==> config.mk <==
export PLATFORM = sky130hd
export DESIGN_NAME = uart_word_rx
export DESIGN_NICKNAME = d
export VERILOG_FILES = /design/src/rtl/uart_word_rx.sv
export SDC_FILE = /design/constraint.sdc
export NUM_CORES = 1
export LEC_CHECK = 0
export BUFFER_PORTS_ARGS = -buffer_cell sky130_fd_sc_hd__buf_2
export CAP_MARGIN = 20
export CORE_MARGIN = 5
export CORE_UTILIZATION = 46
export CTS_CLUSTER_DIAMETER = 200
export CTS_CLUSTER_SIZE = 12
export DETAILED_ROUTE_END_ITERATION = 10
export GPL_TIMING_DRIVEN = 0
export PLACE_DENSITY = 0.75
export RECOVER_POWER = 25
export SKIP_CTS_REPAIR_TIMING = 1
export SLEW_MARGIN = 20
export SYNTH_ARGS = -nofsm -noshare
export SYNTH_HDL_FRONTEND = slang
export SYNTH_SLANG_ARGS = --single-unit
==> constraint.sdc <==
create_clock -name clk -period 1.5 [get_ports clk]
set_clock_uncertainty 0.15 [all_clocks]
set_input_delay 0.075 -clock clk [delete_from_list [all_inputs] [get_ports clk]]
set_output_delay 0.075 -clock clk [all_outputs]
set_load 0.03 [all_outputs]
==> src/rtl/uart_word_rx.sv <==
// uart_word_rx: packs bytes from the UART receiver into WORD_LENGTH words for the core.
// Each byte is acknowledged with a one-cycle Clear_RX_Flag pulse. The finished word
// is offered with a word_valid/word_ack handshake, and overrun/parity status is sticky.
// Optional feature macro: RX_TIMEOUT_EN. When it is defined, a partial word is
// discarded after TIMEOUT_CYCLES idle cycles. When it is undefined, timeout_err is tied to 0.
module uart_word_rx #(
   parameter int unsigned WORD_LENGTH    = 32,
   parameter int unsigned TIMEOUT_CYCLES = 1024
) (
   input  logic                                   clk,
   input  logic                                   reset,
   input  logic [7:0]                             DATARX,
   input  logic                                   RX_FLAG,
   input  logic                                   ParityError,
   input  logic                                   word_ack,
   input  logic                                   clear_errors,
   output logic                                   Clear_RX_Flag,
   output logic [WORD_LENGTH-1:0]                 word_data,
   output logic                                   word_valid,
   output logic [$clog2(WORD_LENGTH/8+1)-1:0]     byte_count,
   output logic                                   overrun,
   output logic                                   parity_err,
   output logic                                   timeout_err
);

   localparam int unsigned BYTES = WORD_LENGTH / 8;
   localparam int unsigned CW    = $clog2(BYTES + 1);

   // Reject word widths that are not whole bytes, and a zero timeout.
   if (WORD_LENGTH == 0 || (WORD_LENGTH % 8) != 0 || TIMEOUT_CYCLES == 0) begin : g_bad_cfg
      $error("uart_word_rx: WORD_LENGTH must be a non-zero multiple of 8 and TIMEOUT_CYCLES non-zero");
   end

   typedef enum logic [1:0] {
      IDLE     = 2'd0,
      WAIT_CLR = 2'd1,
      FULL     = 2'd2
   } state_t;

   state_t state;
   // Set when a byte has been dropped in FULL. It blocks a second drop until RX_FLAG falls.
   logic   drop_pend;

`ifdef RX_TIMEOUT_EN
   localparam int unsigned TW = $clog2(TIMEOUT_CYCLES + 1);
   logic [TW-1:0] idle_cnt;
`else
   assign timeout_err = 1'b0;
`endif

   // Byte handshake, word assembly, handshake to the core, and sticky status.
   always_ff @(posedge clk) begin
      if (reset) begin
         state         <= IDLE;
         drop_pend     <= 1'b0;
         Clear_RX_Flag <= 1'b0;
         word_data     <= '0;
         word_valid    <= 1'b0;
         byte_count    <= '0;
         overrun       <= 1'b0;
         parity_err    <= 1'b0;
`ifdef RX_TIMEOUT_EN
         timeout_err   <= 1'b0;
         idle_cnt      <= '0;
`endif
      end else begin
         Clear_RX_Flag <= 1'b0;
`ifdef RX_TIMEOUT_EN
         idle_cnt      <= '0;
`endif
         // Clearing comes first, so that an error set in the same cycle overrides it.
         if (clear_errors) begin
            overrun     <= 1'b0;
            parity_err  <= 1'b0;
`ifdef RX_TIMEOUT_EN
            timeout_err <= 1'b0;
`endif
         end

         case (state)
            IDLE: begin
               if (RX_FLAG) begin
                  Clear_RX_Flag <= 1'b1;
                  state         <= WAIT_CLR;
                  if (ParityError) begin
                     byte_count <= '0;
                     parity_err <= 1'b1;
                  end else begin
                     for (int unsigned i = 0; i < BYTES; i++) begin
                        if (byte_count == CW'(i)) begin
                           word_data[i*8 +: 8] <= DATARX;
                        end
                     end
                     byte_count <= byte_count + CW'(1);
                  end
               end
`ifdef RX_TIMEOUT_EN
               // In IDLE, byte_count is always below BYTES, so a non-zero count means a partial word.
               else if (byte_count != '0) begin
                  if (idle_cnt == TW'(TIMEOUT_CYCLES - 1)) begin
                     byte_count  <= '0;
                     timeout_err <= 1'b1;
                  end else begin
                     idle_cnt <= idle_cnt + TW'(1);
                  end
               end
`endif
            end

            WAIT_CLR: begin
               if (!RX_FLAG && !Clear_RX_Flag) begin
                  if (byte_count == CW'(BYTES)) begin
                     state      <= FULL;
                     word_valid <= 1'b1;
                  end else begin
                     state <= IDLE;
                  end
               end
            end

            FULL: begin
               if (!RX_FLAG && !Clear_RX_Flag) begin
                  drop_pend <= 1'b0;
               end
               if (word_ack) begin
                  word_valid <= 1'b0;
                  byte_count <= '0;
                  drop_pend  <= 1'b0;
                  // A byte dropped just before the ack may still be flagged. Wait for
                  // its flag to fall, so that the dropped byte is not taken as new data.
                  state      <= drop_pend ? WAIT_CLR : IDLE;
               end else if (RX_FLAG && !drop_pend) begin
                  overrun       <= 1'b1;
                  Clear_RX_Flag <= 1'b1;
                  drop_pend     <= 1'b1;
               end
            end

            default: state <= IDLE;
         endcase
      end
   end

endmodule

==> out/qor.csv, run 1 <==
stage,metric,value,unit
synth,Yosys reg bits,42,
setup_path,"slowest stage cell, crit path",or4b_4,
sta,fin crit share,104.3,%
setup_path,Worst EP required,1.57,ns
detailed_routing,vias per inst,4.917,
place,Inst Count DP,282,
synth,Syn Nets,199,
setup_path,Crit path largest cell delay,0.47,ns
cts,CTS buffer count,5,
setup_path,reg-to-reg endpoint,byte_count[2]$_SDFFE_PP0P_,
global_routing,gr usage total,15.70,%
global_routing,first-pass GRT wire length,6361,um
synth,Main synth FF type,dfxtp_1,
setup_path,Critical Path Most Common Cell,ha_4,
sta,hold slack final,-0.03528,ns
setup_path,critical path endpoint category,flop,
setup_path,worst-path fanout max,4,
setup_path,CP Class,reg2reg,
sta,RSZ-0062 raised after global routing,yes,
final_layout,Fillers,352,
cts,Max clock buf depth,2,
sta,Peak Freq,639.4,MHz
outcome,status,"complete, but fails checks",
global_routing,pin count of the biggest net entering global routing,15,
setup_path,Worst Path Arrival,1.63,ns
cts,worst-skew pair later-pin latency,0.29,ns
sta,setup TNS,-0.06674,ns
place,RePlAce Congestion,0.8009,
synth,Netlist cell types,31,
setup_path,Reg2Reg Launch Point,byte_count[0]$_SDFFE_PP0P_,
cts,CTS tree,built,
sta,Fin. Hold Viols,6,
synth,Synth Cell Area,0.001858,sq mm
setup_path,Setup crit start kind,flop,
cts,H-Tree Depth,2,
setup_path,reg2reg setup slack,-0.06,ns
sta,Slew Limit Fails,0,
setup_path,crit-path cells,ha_4 > ha_4 > or4b_4 > mux2i_1,
synth,Post-synth EDFFs,0,
floorplan,die height,73.56,um
global_routing,GR Overflow Total,0,
synth,"Async S/R FF share, synth",0,%
outcome,failing checks,"negative hold slack, negative setup slack",
final_layout,non-filler instance count after layout,301,
place,DP Wirelength,2973,um
power_and_ir_drop,worst IR drop on VDD,0.0004808,V
floorplan,Die X-Extent,73.56,um
floorplan,total core area,0.003971,sq mm
sta,Finish-stage setup viols,2,
final_layout,share of layout cells above drive strength 1,28.29,%
synth,sequential area share after synthesis,45.25,%
power_and_ir_drop,P per Cell Area,859.4,mW/mm^2
sta,Final WS setup,-0.06398,ns
floorplan,DIE AREA,0.005410,sq mm
floorplan,initial core utilization,46.79,%
final_layout,Area Overhead vs Synth,32.46,%
cts,Clock transition at path regs,0.08,ns
detailed_routing,First-pass DRT Iterations,4,
setup_path,crit path capture,byte_count[2]$_SDFFE_PP0P_,
final_layout,Final #Nets,269,
place,IO buf count,52,
setup_path,worst r2r path cells,4,
detailed_routing,routed wire length,4166,um
setup_path,crit path from,byte_count[0]$_SDFFE_PP0P_,
cts,Root Buffer,clkbuf_8,
floorplan,boundary pin count,54,
detailed_routing,drt first-iter violations,64,
detailed_routing,drt wl/cell,13.84,um
global_routing,initial antenna violation count,0,
worst_hold_path,hold crit path type,in2reg,
final_layout,Ant. Diodes,0,
flow_run,max-cap viol count,0,
floorplan,placement row count,23,
synth,Post-Synthesis Cells,180,
sta,post-route minimum period,1.564,ns
synth,Mapped Avg Cell Area,10.32,sq um
global_routing,vias in the first global route,1357,
detailed_routing,Routed Antenna Nets,0,
detailed_routing,vias,1480,
power_and_ir_drop,P_leak,0.001131,uW
detailed_routing,Remaining DRCs,0,
synth,synth warn,0,
cts,CTS Sinks,42,
## sequential cells by signal, indices dropped and copies added, names as in the netlist
| signal | flops |
|---|---|
| drop_pend | 1 |
| Clear_RX_Flag | 1 |
| word_data | 32 |
| parity_err | 1 |
| overrun | 1 |
| word_valid | 1 |
| state | 2 |
| byte_count | 3 |
## power by group
part,internal (uW),switching (uW),total [uW]
clock network,327,405,732
registers,1130,15.7,1150
logic,103,135,238
## area by class of cell
class                           count  area, sq um  area share, %
Multi-Input combinational cell    121         1023          41.59
Timing Repair Buffer               63        339.1          13.78
Tap cell                           50        62.56          2.542
Clock inverter                      3        21.27         0.8643
Sequential cell                    42        852.1          34.62
Clock buffer                        5        68.82          2.796
Inverter                            7        26.28          1.068
Buffer                             10        67.56          2.745
## stage by stage
| step | power, uW | utilization (%) | setup WS [ns] | area (sq um) | hold slack [ns] |
|---|---|---|---|---|---|
| floorplan | 1312 | - | -0.03015 | 1897 | 0.03626 |
| global placement | 1381 | 55.89 | -0.04829 | 2220 | 0.2279 |
| detailed placement | 1382 | 55.89 | -0.04675 | 2220 | 0.2380 |
| CTS | 2112 | 58.16 | -0.08982 | 2310 | -0.08615 |
| global route | 2218 | 61.97 | -0.1159 | 2461 | 0.002433 |
| finish | 2115 | 61.97 | -0.06398 | 2461 | -0.03528 |
## logic make-up after synthesis
family                     after synthesis  synth area share (%)
AOI/OAI and AO/OA                       11                 3.771
and+or+nand+nor                         69                 24.18
other                                    1                0.2018
muxes                                   35                 18.86
DFF                                     42                 45.25
buffers and inverters                   17                 4.377
adders and majority gates                5                 3.367
## synth_stat cells (3+ instances only)
cell,instances,share of area (%)
dfxtp_1,42,45
nand2b_1,42,14
mux2i_1,35,19
inv_1,7,1.4
nor2_1,6,1.2
clkbuf_1,5,1.0
ha_1,5,3.4
a21oi_1,4,1.1
nand2_1,3,0.61
nand3_2,3,1.6
o21ai_0,3,0.81
## critical path: cells and delay by family, from the launching register on
kind / cells / cell delay (ns)
AND/OR/NAND/NOR: 1 / 0.47
flip-flops: 1 / 0.37
adder cells (fa/ha/maj): 2 / 0.36
multiplexers: 1 / 0.15
## layer usage
layer / vias up / routed length (um) / track usage (%)
li1: 743 / - / -
met2: 37 / 1896 / 24.11
met3: 6 / 224 / 4.925
met4: 0 / 83 / 7.243
met5: - / 0 / 0
met1: 694 / 1962 / 20.00
## cell usage in the layout (no fill, tap or decap), types with 3 or more instances in the layout
cell | synthesis | final
a21oi_1 | 4 | 4
buf_2 | 2 | 35
buf_4 | 2 | 6
buf_6 | 1 | 3
clkbuf_1 | 5 | 22
clkbuf_8 | 0 | 5
dfxtp_1 | 42 | 39
dfxtp_4 | 0 | 3
dlygate4sd3_1 | 0 | 7
ha_4 | 0 | 3
inv_1 | 7 | 7
mux2i_1 | 35 | 35
nand2b_1 | 42 | 42
nor2_1 | 6 | 6
o21ai_0 | 3 | 3
## worst min path at each step
| stage | end | cells after the start | startpoint |
|---|---|---|---|
| 2_1_floorplan | word_valid$_SDFFE_PP0P_ | 1 | word_ack |
| 3_3_place_gp | word_valid$_SDFFE_PP0P_ | 2 | word_ack |
| 3_5_place_dp | word_valid$_SDFFE_PP0P_ | 2 | word_ack |
| 4_1_cts | word_valid$_SDFFE_PP0P_ | 2 | word_ack |
| 5_1_grt | word_data[4]$_SDFFE_PP0P_ | 3 | DATARX[4] |
| 6_report | word_data[28]$_SDFFE_PP0P_ | 3 | DATARX[4] |
Note: power is estimated with default switching activity, not from simulation.
==> run 2: changes to the inputs <==
--- a/config.mk
+++ b/config.mk
@@ -13,7 +13,7 @@
 export CTS_CLUSTER_SIZE = 12
 export DETAILED_ROUTE_END_ITERATION = 10
 export GPL_TIMING_DRIVEN = 0
-export PLACE_DENSITY = 0.75
+export PLACE_DENSITY = 0.84
 export RECOVER_POWER = 25
 export SKIP_CTS_REPAIR_TIMING = 1
 export SLEW_MARGIN = 20
==> run 2 against run 1 <==
Against the previous run: the run still ends with negative hold slack, negative setup slack left; count of clock-buffer cells in the layout rose by 1; non-clock buffer count fell by 2; clock power rose by 22%; critical path type unchanged; highest routed layer unchanged.
==> out/qor.csv, run 2 (synthesis results as in run 1) <==
stage,metric,value,unit,change
outcome,status,"complete, but fails checks",,
outcome,failing checks,"negative hold slack, negative setup slack",,
detailed_routing,met1 wire length,1903,um,-3.0%
sta,post-route minimum period,1.553,ns,-0.01098 ns
setup_path,crit path from,byte_count[0]$_SDFFE_PP0P_,,
setup_path,Worst Path Arrival,1.62,ns,about the same
final_layout,largest register by flop count,word_data,,
flow_run,max-cap viol count,0,,unchanged
global_routing,GR Overflow Total,0,,unchanged
detailed_routing,met3 wire len,265,um,+18%
setup_path,worst-path fanout max,5,,+1
worst_hold_path,worst hold path depth,3,,unchanged
floorplan,initial core utilization,46.79,%,unchanged
detailed_routing,Routed Antenna Nets,0,,unchanged
detailed_routing,Remaining DRCs,0,,unchanged
setup_path,worst r2r path cells,4,,unchanged
final_layout,Final #Nets,267,,-0.74%
sta,setup TNS,-0.05300,ns,+0.01374 ns
global_routing,initial antenna violation count,0,,unchanged
detailed_routing,First-pass DRT Iterations,4,,unchanged
setup_path,CP Class,reg2reg,,
power_and_ir_drop,P per Cell Area,918.5,mW/mm^2,+6.9%
setup_path,Worst EP required,1.57,ns,about the same
floorplan,total core area,0.003971,sq mm,unchanged
detailed_routing,top routing layer used,met4,,
final_layout,"commonest non-fill, non-tap cell in the layout",nand2b_1,,
global_routing,pin count of the biggest net entering global routing,14,,-1
detailed_routing,wire length on met2,2207,um,+16%
place,Inst Count DP,282,,unchanged
worst_hold_path,hold worst-path end,word_data[14]$_SDFFE_PP0P_,,
sta,fin crit share,103.5,%,-0.73 points
final_layout,share of layout cells above drive strength 1,28.92,%,+0.63 points
cts,CTS buffer count,5,,unchanged
cts,H-Tree Depth,2,,unchanged
sta,Fin. Hold Viols,21,,+15
global_routing,first-pass GRT wire length,6610,um,+3.9%
worst_hold_path,hold_sp,DATARX[6],,
setup_path,Setup crit start kind,flop,,
setup_path,Reg2Reg Launch Point,byte_count[0]$_SDFFE_PP0P_,,
setup_path,critical path endpoint category,flop,,
worst_hold_path,hold crit path type,in2reg,,
sta,Slew Limit Fails,0,,unchanged
power_and_ir_drop,P_leak,0.001127,uW,-0.29%
floorplan,placement row count,23,,unchanged
sta,hold slack final,-0.04788,ns,-0.01260 ns
setup_path,reg-to-reg endpoint,byte_count[2]$_SDFFE_PP0P_,,
final_layout,"commonest non-fill, non-tap cells in the layout","nand2b_1, dfxtp_1, mux2i_1, buf_2, clkbuf_1",,
cts,worst-skew pair later-pin latency,0.29,ns,about the same
place,RePlAce Congestion,0.8054,,+0.56%
cts,CTS tree,built,,
global_routing,vias in the first global route,1359,,+0.15%
floorplan,Die X-Extent,73.56,um,unchanged
place,Place WS,-0.04621,ns,+0.0005395 ns
detailed_routing,vias per inst,5.037,,+2.4%
place,IO buf count,52,,unchanged
final_layout,Ant. Diodes,0,,unchanged
cts,Clock transition at path regs,0.08,ns,about the same
detailed_routing,vias,1506,,+1.8%
global_routing,gr usage total,16.18,%,+0.48 points
power_and_ir_drop,worst IR drop on VDD,0.0005567,V,+16%
sta,Finish-stage setup viols,1,,-1
cts,Max clock buf depth,2,,unchanged
final_layout,top flop regs,"word_data x32, byte_count x3, state x2",,
detailed_routing,drt wl/cell,14.87,um,+7.4%
sta,RSZ-0062 raised after global routing,yes,,
cts,CTS Sinks,42,,unchanged
sta,Final WS setup,-0.05300,ns,+0.01098 ns
final_layout,non-filler instance count after layout,299,,-0.66%
sta,Peak Freq,643.9,MHz,+0.71%
cts,Root Buffer,clkbuf_8,,
place,DP Wirelength,3086,um,+3.8%
floorplan,boundary pin count,54,,unchanged
final_layout,Fillers,329,,-6.5%
floorplan,DIE AREA,0.005410,sq mm,unchanged
setup_path,reg2reg setup slack,-0.05,ns,about the same
detailed_routing,drt first-iter violations,110,,+72%
final_layout,Largest register FFs,32,,unchanged
floorplan,die height,73.56,um,unchanged
detailed_routing,routed wire length,4446,um,+6.7%
final_layout,Area Overhead vs Synth,33.40,%,
-- run 2: cell types whose count changed in the layout (fill, tap and decap cells not counted), sizes merged --
cell and delta:
dlygate4sd3 -3, clkinv -2, inv +1, clkbuf +2
clkinvlp -1, bufinv +1
-- run 2: critical path, stage by stage, from the launching register on --
cell and delay, ns:
dfxtp_4 0.37, ha_4 0.17, ha_4 0.20, or4b_4 0.47, mux2i_1 0.13
-- run 2: layer usage --
metal	global-route usage (%)	vias to the layer above
met5	0	-
met4	7.847	0
met3	4.514	4
met2	25.49	52
met1	20.25	709
li1	-	741
-- run 2: metrics by stage --
stage	total power, uW	util (%)	cell area (sq um)	hold WS (ns)
2_1_floorplan	1312	-	1897	0.03626
3_3_place_gp	1377	55.89	2220	0.2165
3_5_place_dp	1381	55.89	2220	0.2143
4_1_cts	2263	58.63	2328	-0.09992
5_1_grt	2372	62.41	2479	0.001201
6_report	2277	62.41	2479	-0.04788
-- run 2: how the worst max path moves through the flow --
stage / end / cells past startpoint / slack (ns)
global placement: byte_count[2]$_SDFFE_PP0P_ / 4 / -0.03
floorplan: byte_count[2]$_SDFFE_PP0P_ / 4 / -0.03
CTS: word_data[25]$_SDFFE_PP0P_ / 5 / -0.08
global route: byte_count[2]$_SDFFE_PP0P_ / 4 / -0.11
detailed placement: word_data[24]$_SDFFE_PP0P_ / 5 / -0.05
finish: byte_count[2]$_SDFFE_PP0P_ / 4 / -0.05
-- run 2: where the power goes --
group / internal (uW) / total (uW) / leakage (uW) / switching [uW]
sequential: 1130 / 1150 / 0.000342 / 17.1
combinational: 99.7 / 237 / 0.000729 / 137
clock: 498 / 893 / 0.0000557 / 395
total: 1730 / 2280 / 0.00113 / 549
-- run 2: area by class of cell --
class | instances | area, sq um | share of cell area (%)
Multi-Input combinational cell | 121 | 1045 | 42.15
Sequential cell | 42 | 852.1 | 34.38
Timing Repair Buffer | 62 | 330.3 | 13.33
Clock buffer | 6 | 72.57 | 2.928
Tap cell | 50 | 62.56 | 2.524
Buffer | 9 | 53.80 | 2.171
Clock inverter | 2 | 36.28 | 1.464
Inverter | 7 | 26.28 | 1.060
==> run 3: changes to the inputs <==
--- a/config.mk
+++ b/config.mk
@@ -15,7 +15,6 @@
 export GPL_TIMING_DRIVEN = 0
 export PLACE_DENSITY = 0.84
 export RECOVER_POWER = 25
-export SKIP_CTS_REPAIR_TIMING = 1
 export SLEW_MARGIN = 20
 export SYNTH_ARGS = -nofsm -noshare
 export SYNTH_HDL_FRONTEND = slang
==> run 3 against run 2 <==
Against the previous run: the flow finishes with violations (negative setup slack); routed wire length rose by 0.34%; clock power barely moved; global-route usage rose by 0.68 points; count of clock-buffer cells in the layout did not move; utilization rose by 1.6 points; worst hold slack improved by 0.074 ns; sequential share of layout area fell by 0.88 points; flip-flop and latch count did not move; setup slack improved by 0.0023 ns; cell count rose by 2.0%; critical path depth did not move; critical endpoint unchanged; largest power group unchanged.
==> out/qor.csv, run 3 (synthesis results as in run 1) <==
stage,metric,value,unit,change
final_layout,"commonest non-fill, non-tap cells in the layout","nand2b_1, dfxtp_1, buf_2, mux2i_1, clkbuf_1",,
final_layout,"commonest non-fill, non-tap cell in the layout",nand2b_1,,
final_layout,Final #Nets,273,,+2.2%
setup_path,Critical Path Most Common Cell,ha_4,,
sta,Finish-stage setup viols,2,,+1
setup_path,Setup crit start kind,flop,,
place,DP Wirelength,3086,um,unchanged
cts,H-Tree Depth,2,,unchanged
global_routing,pin count of the biggest net entering global routing,14,,unchanged
place,IO buf count,52,,unchanged
floorplan,boundary pin count,54,,unchanged
final_layout,Largest register FFs,32,,unchanged
sta,fin crit share,103.4,%,-0.15 points
final_layout,Area Overhead vs Synth,36.90,%,
global_routing,initial antenna violation count,0,,unchanged
detailed_routing,vias per inst,4.869,,-3.3%
outcome,failing checks,negative setup slack,,
detailed_routing,Remaining DRCs,0,,unchanged
cts,CTS tree,built,,
setup_path,CP Class,reg2reg,,
power_and_ir_drop,sw power,548.6,uW,about the same
power_and_ir_drop,clock power share,38.8,%,-0.4 points
power_and_ir_drop,worst IR drop on VDD,0.0004675,V,-16%
final_layout,non-filler instance count after layout,305,,+2.0%
power_and_ir_drop,Gate power share,11.2,%,+0.8 points
worst_hold_path,hold crit path type,in2reg,,
flow_run,max-cap viol count,0,,unchanged
global_routing,GR Overflow Total,0,,unchanged
cts,Clock transition at path regs,0.08,ns,about the same
setup_path,Worst Path Arrival,1.62,ns,about the same
cts,CTS buffer count,5,,unchanged
power_and_ir_drop,P per Cell Area,901.5,mW/mm^2,-1.9%
sta,post-route minimum period,1.551,ns,-0.002288 ns
cts,CTS Sinks,42,,unchanged
detailed_routing,Routed Antenna Nets,0,,unchanged
sta,Fin. Hold Viols,0,,-100%
detailed_routing,drt first-iter violations,77,,-30%
detailed_routing,routed wire length,4461,um,+0.34%
sta,RSZ-0062 raised after global routing,yes,,
final_layout,Fillers,336,,+2.1%
power_and_ir_drop,proportion of power drawn by flip-flops and latches,50.0,%,-0.4 points
final_layout,Final Core Density,64.05,%,+1.6 points
floorplan,DIE AREA,0.005410,sq mm,unchanged
cts,Max clock buf depth,2,,unchanged
floorplan,die height,73.56,um,unchanged
place,RePlAce Congestion,0.8054,,unchanged
setup_path,crit-path cells,ha_4 > ha_4 > or4b_4 > mux2i_1,,
global_routing,first-pass GRT wire length,6927,um,+4.8%
final_layout,top flop regs,"word_data x32, byte_count x3, state x2",,
setup_path,Worst EP required,1.57,ns,about the same
power_and_ir_drop,P_leak,0.001168,uW,+3.6%
floorplan,placement row count,23,,unchanged
power_and_ir_drop,sw frac,23.92,%,-0.18 points
floorplan,initial core utilization,46.79,%,unchanged
detailed_routing,vias,1485,,-1.4%
sta,Final WS setup,-0.05071,ns,+0.002288 ns
setup_path,worst-path fanout max,4,,-1
sta,Slew Limit Fails,0,,unchanged
global_routing,gr usage total,16.86,%,+0.68 points
detailed_routing,First-pass DRT Iterations,4,,unchanged
floorplan,Die X-Extent,73.56,um,unchanged
final_layout,Ant. Diodes,0,,unchanged
setup_path,"slowest stage cell, crit path",or4b_4,,
final_layout,largest register by flop count,word_data,,
detailed_routing,drt wl/cell,14.63,um,-1.6%
cts,worst-skew pair later-pin latency,0.29,ns,about the same
power_and_ir_drop,Internal Power,1744,uW,+0.96%
place,Inst Count DP,282,,unchanged
sta,Peak Freq,644.9,MHz,+0.15%
setup_path,critical path endpoint category,flop,,
setup_path,Crit path largest cell delay,0.47,ns,about the same
cts,Root Buffer,clkbuf_8,,
outcome,status,"complete, but fails checks",,
floorplan,total core area,0.003971,sq mm,unchanged
global_routing,vias in the first global route,1450,,+6.7%
final_layout,share of layout cells above drive strength 1,29.80,%,+0.89 points
==> run 3: changes by cell type in the layout (fill, tap and decap cells not counted), sizes merged <==
cell	previous run	this run
clkbuf	29	27
dlygate4sd3	4	11
buf	44	45
==> run 3: routing by layer <==
| layer | part of all wire (%) | global-route usage, % | vias to the layer above |
|---|---|---|---|
| li1 | - | - | 748 |
| met1 | 43 | 20.59 | 697 |
| met2 | 50 | 27.17 | 34 |
| met3 | 4.9 | 4.788 | 6 |
| met4 | 1.9 | 8.048 | 0 |
| met5 | 0 | 0 | - |
==> run 3: final cells by class <==
type | count | area (sq um) | area share (%)
inverters | 7 | 26.28 | 1.033
well taps | 50 | 62.56 | 2.459
plain buffers | 8 | 46.29 | 1.820
flip-flops and latches | 42 | 852.1 | 33.50
repair buffers | 69 | 399.1 | 15.69
clock inverters | 2 | 36.28 | 1.426
clock buffers | 6 | 72.57 | 2.853
multi-input cells | 121 | 1049 | 41.22
==> run 3: final timing paths <==
| path | startpoint | endpoint | slack (ns) | depth (start not counted) |
|---|---|---|---|---|
| max | byte_count[1]$_SDFFE_PP0P_ | byte_count[2]$_SDFFE_PP0P_ | -0.05 | 4 |
| min | RX_FLAG | word_valid$_SDFFE_PP0P_ | 0.03 | 4 |
| max reg2reg | byte_count[1]$_SDFFE_PP0P_ | byte_count[2]$_SDFFE_PP0P_ | -0.05 | 4 |
| min reg2reg | word_valid$_SDFFE_PP0P_ | word_valid$_SDFFE_PP0P_ | 0.32 | 2 |
==> run 3: stage by stage <==
| stage | hold WS, ns | TNS [ns] | cell area, sq um | setup slack (ns) | total power [uW] |
|---|---|---|---|---|---|
| floorplan | 0.03626 | -0.03015 | 1897 | -0.03015 | 1312 |
| global placement | 0.2165 | -0.1757 | 2220 | -0.03296 | 1377 |
| detailed placement | 0.2143 | -0.3351 | 2220 | -0.04621 | 1381 |
| CTS | 0.01550 | -0.05427 | 2485 | -0.05303 | 2293 |
| global route | 0.04786 | -0.8541 | 2544 | -0.1193 | 2390 |
| finish | 0.02614 | -0.09899 | 2544 | -0.05071 | 2293 |
==> run 3: critical path, delay by kind of cell, from the launching register on <==
family | cells | cell delay, ns
DFF | 1 | 0.37
muxes | 1 | 0.13
adders and majority gates | 2 | 0.37
and+or+nand+nor | 1 | 0.47
==> run 3: what timing repair did <==
action                                  CTS  global route
pin swaps                                 3             4
endpoints found under the hold margin    33             0
hold buffers                             11             0
gates cloned                              0             0
setup buffers                             3             3
endpoints found under the setup margin   20            25
resized for setup                         4            17
==> run 3: power by group through the flow <==
stage               Combinational, uW  Sequential (uW)  Clock [uW]
global placement                  206             1170           0
finish                            256             1150         890
CTS                               240             1140         909
floorplan                         107             1210           0
detailed placement                208             1170           0
global route                      275             1150         966
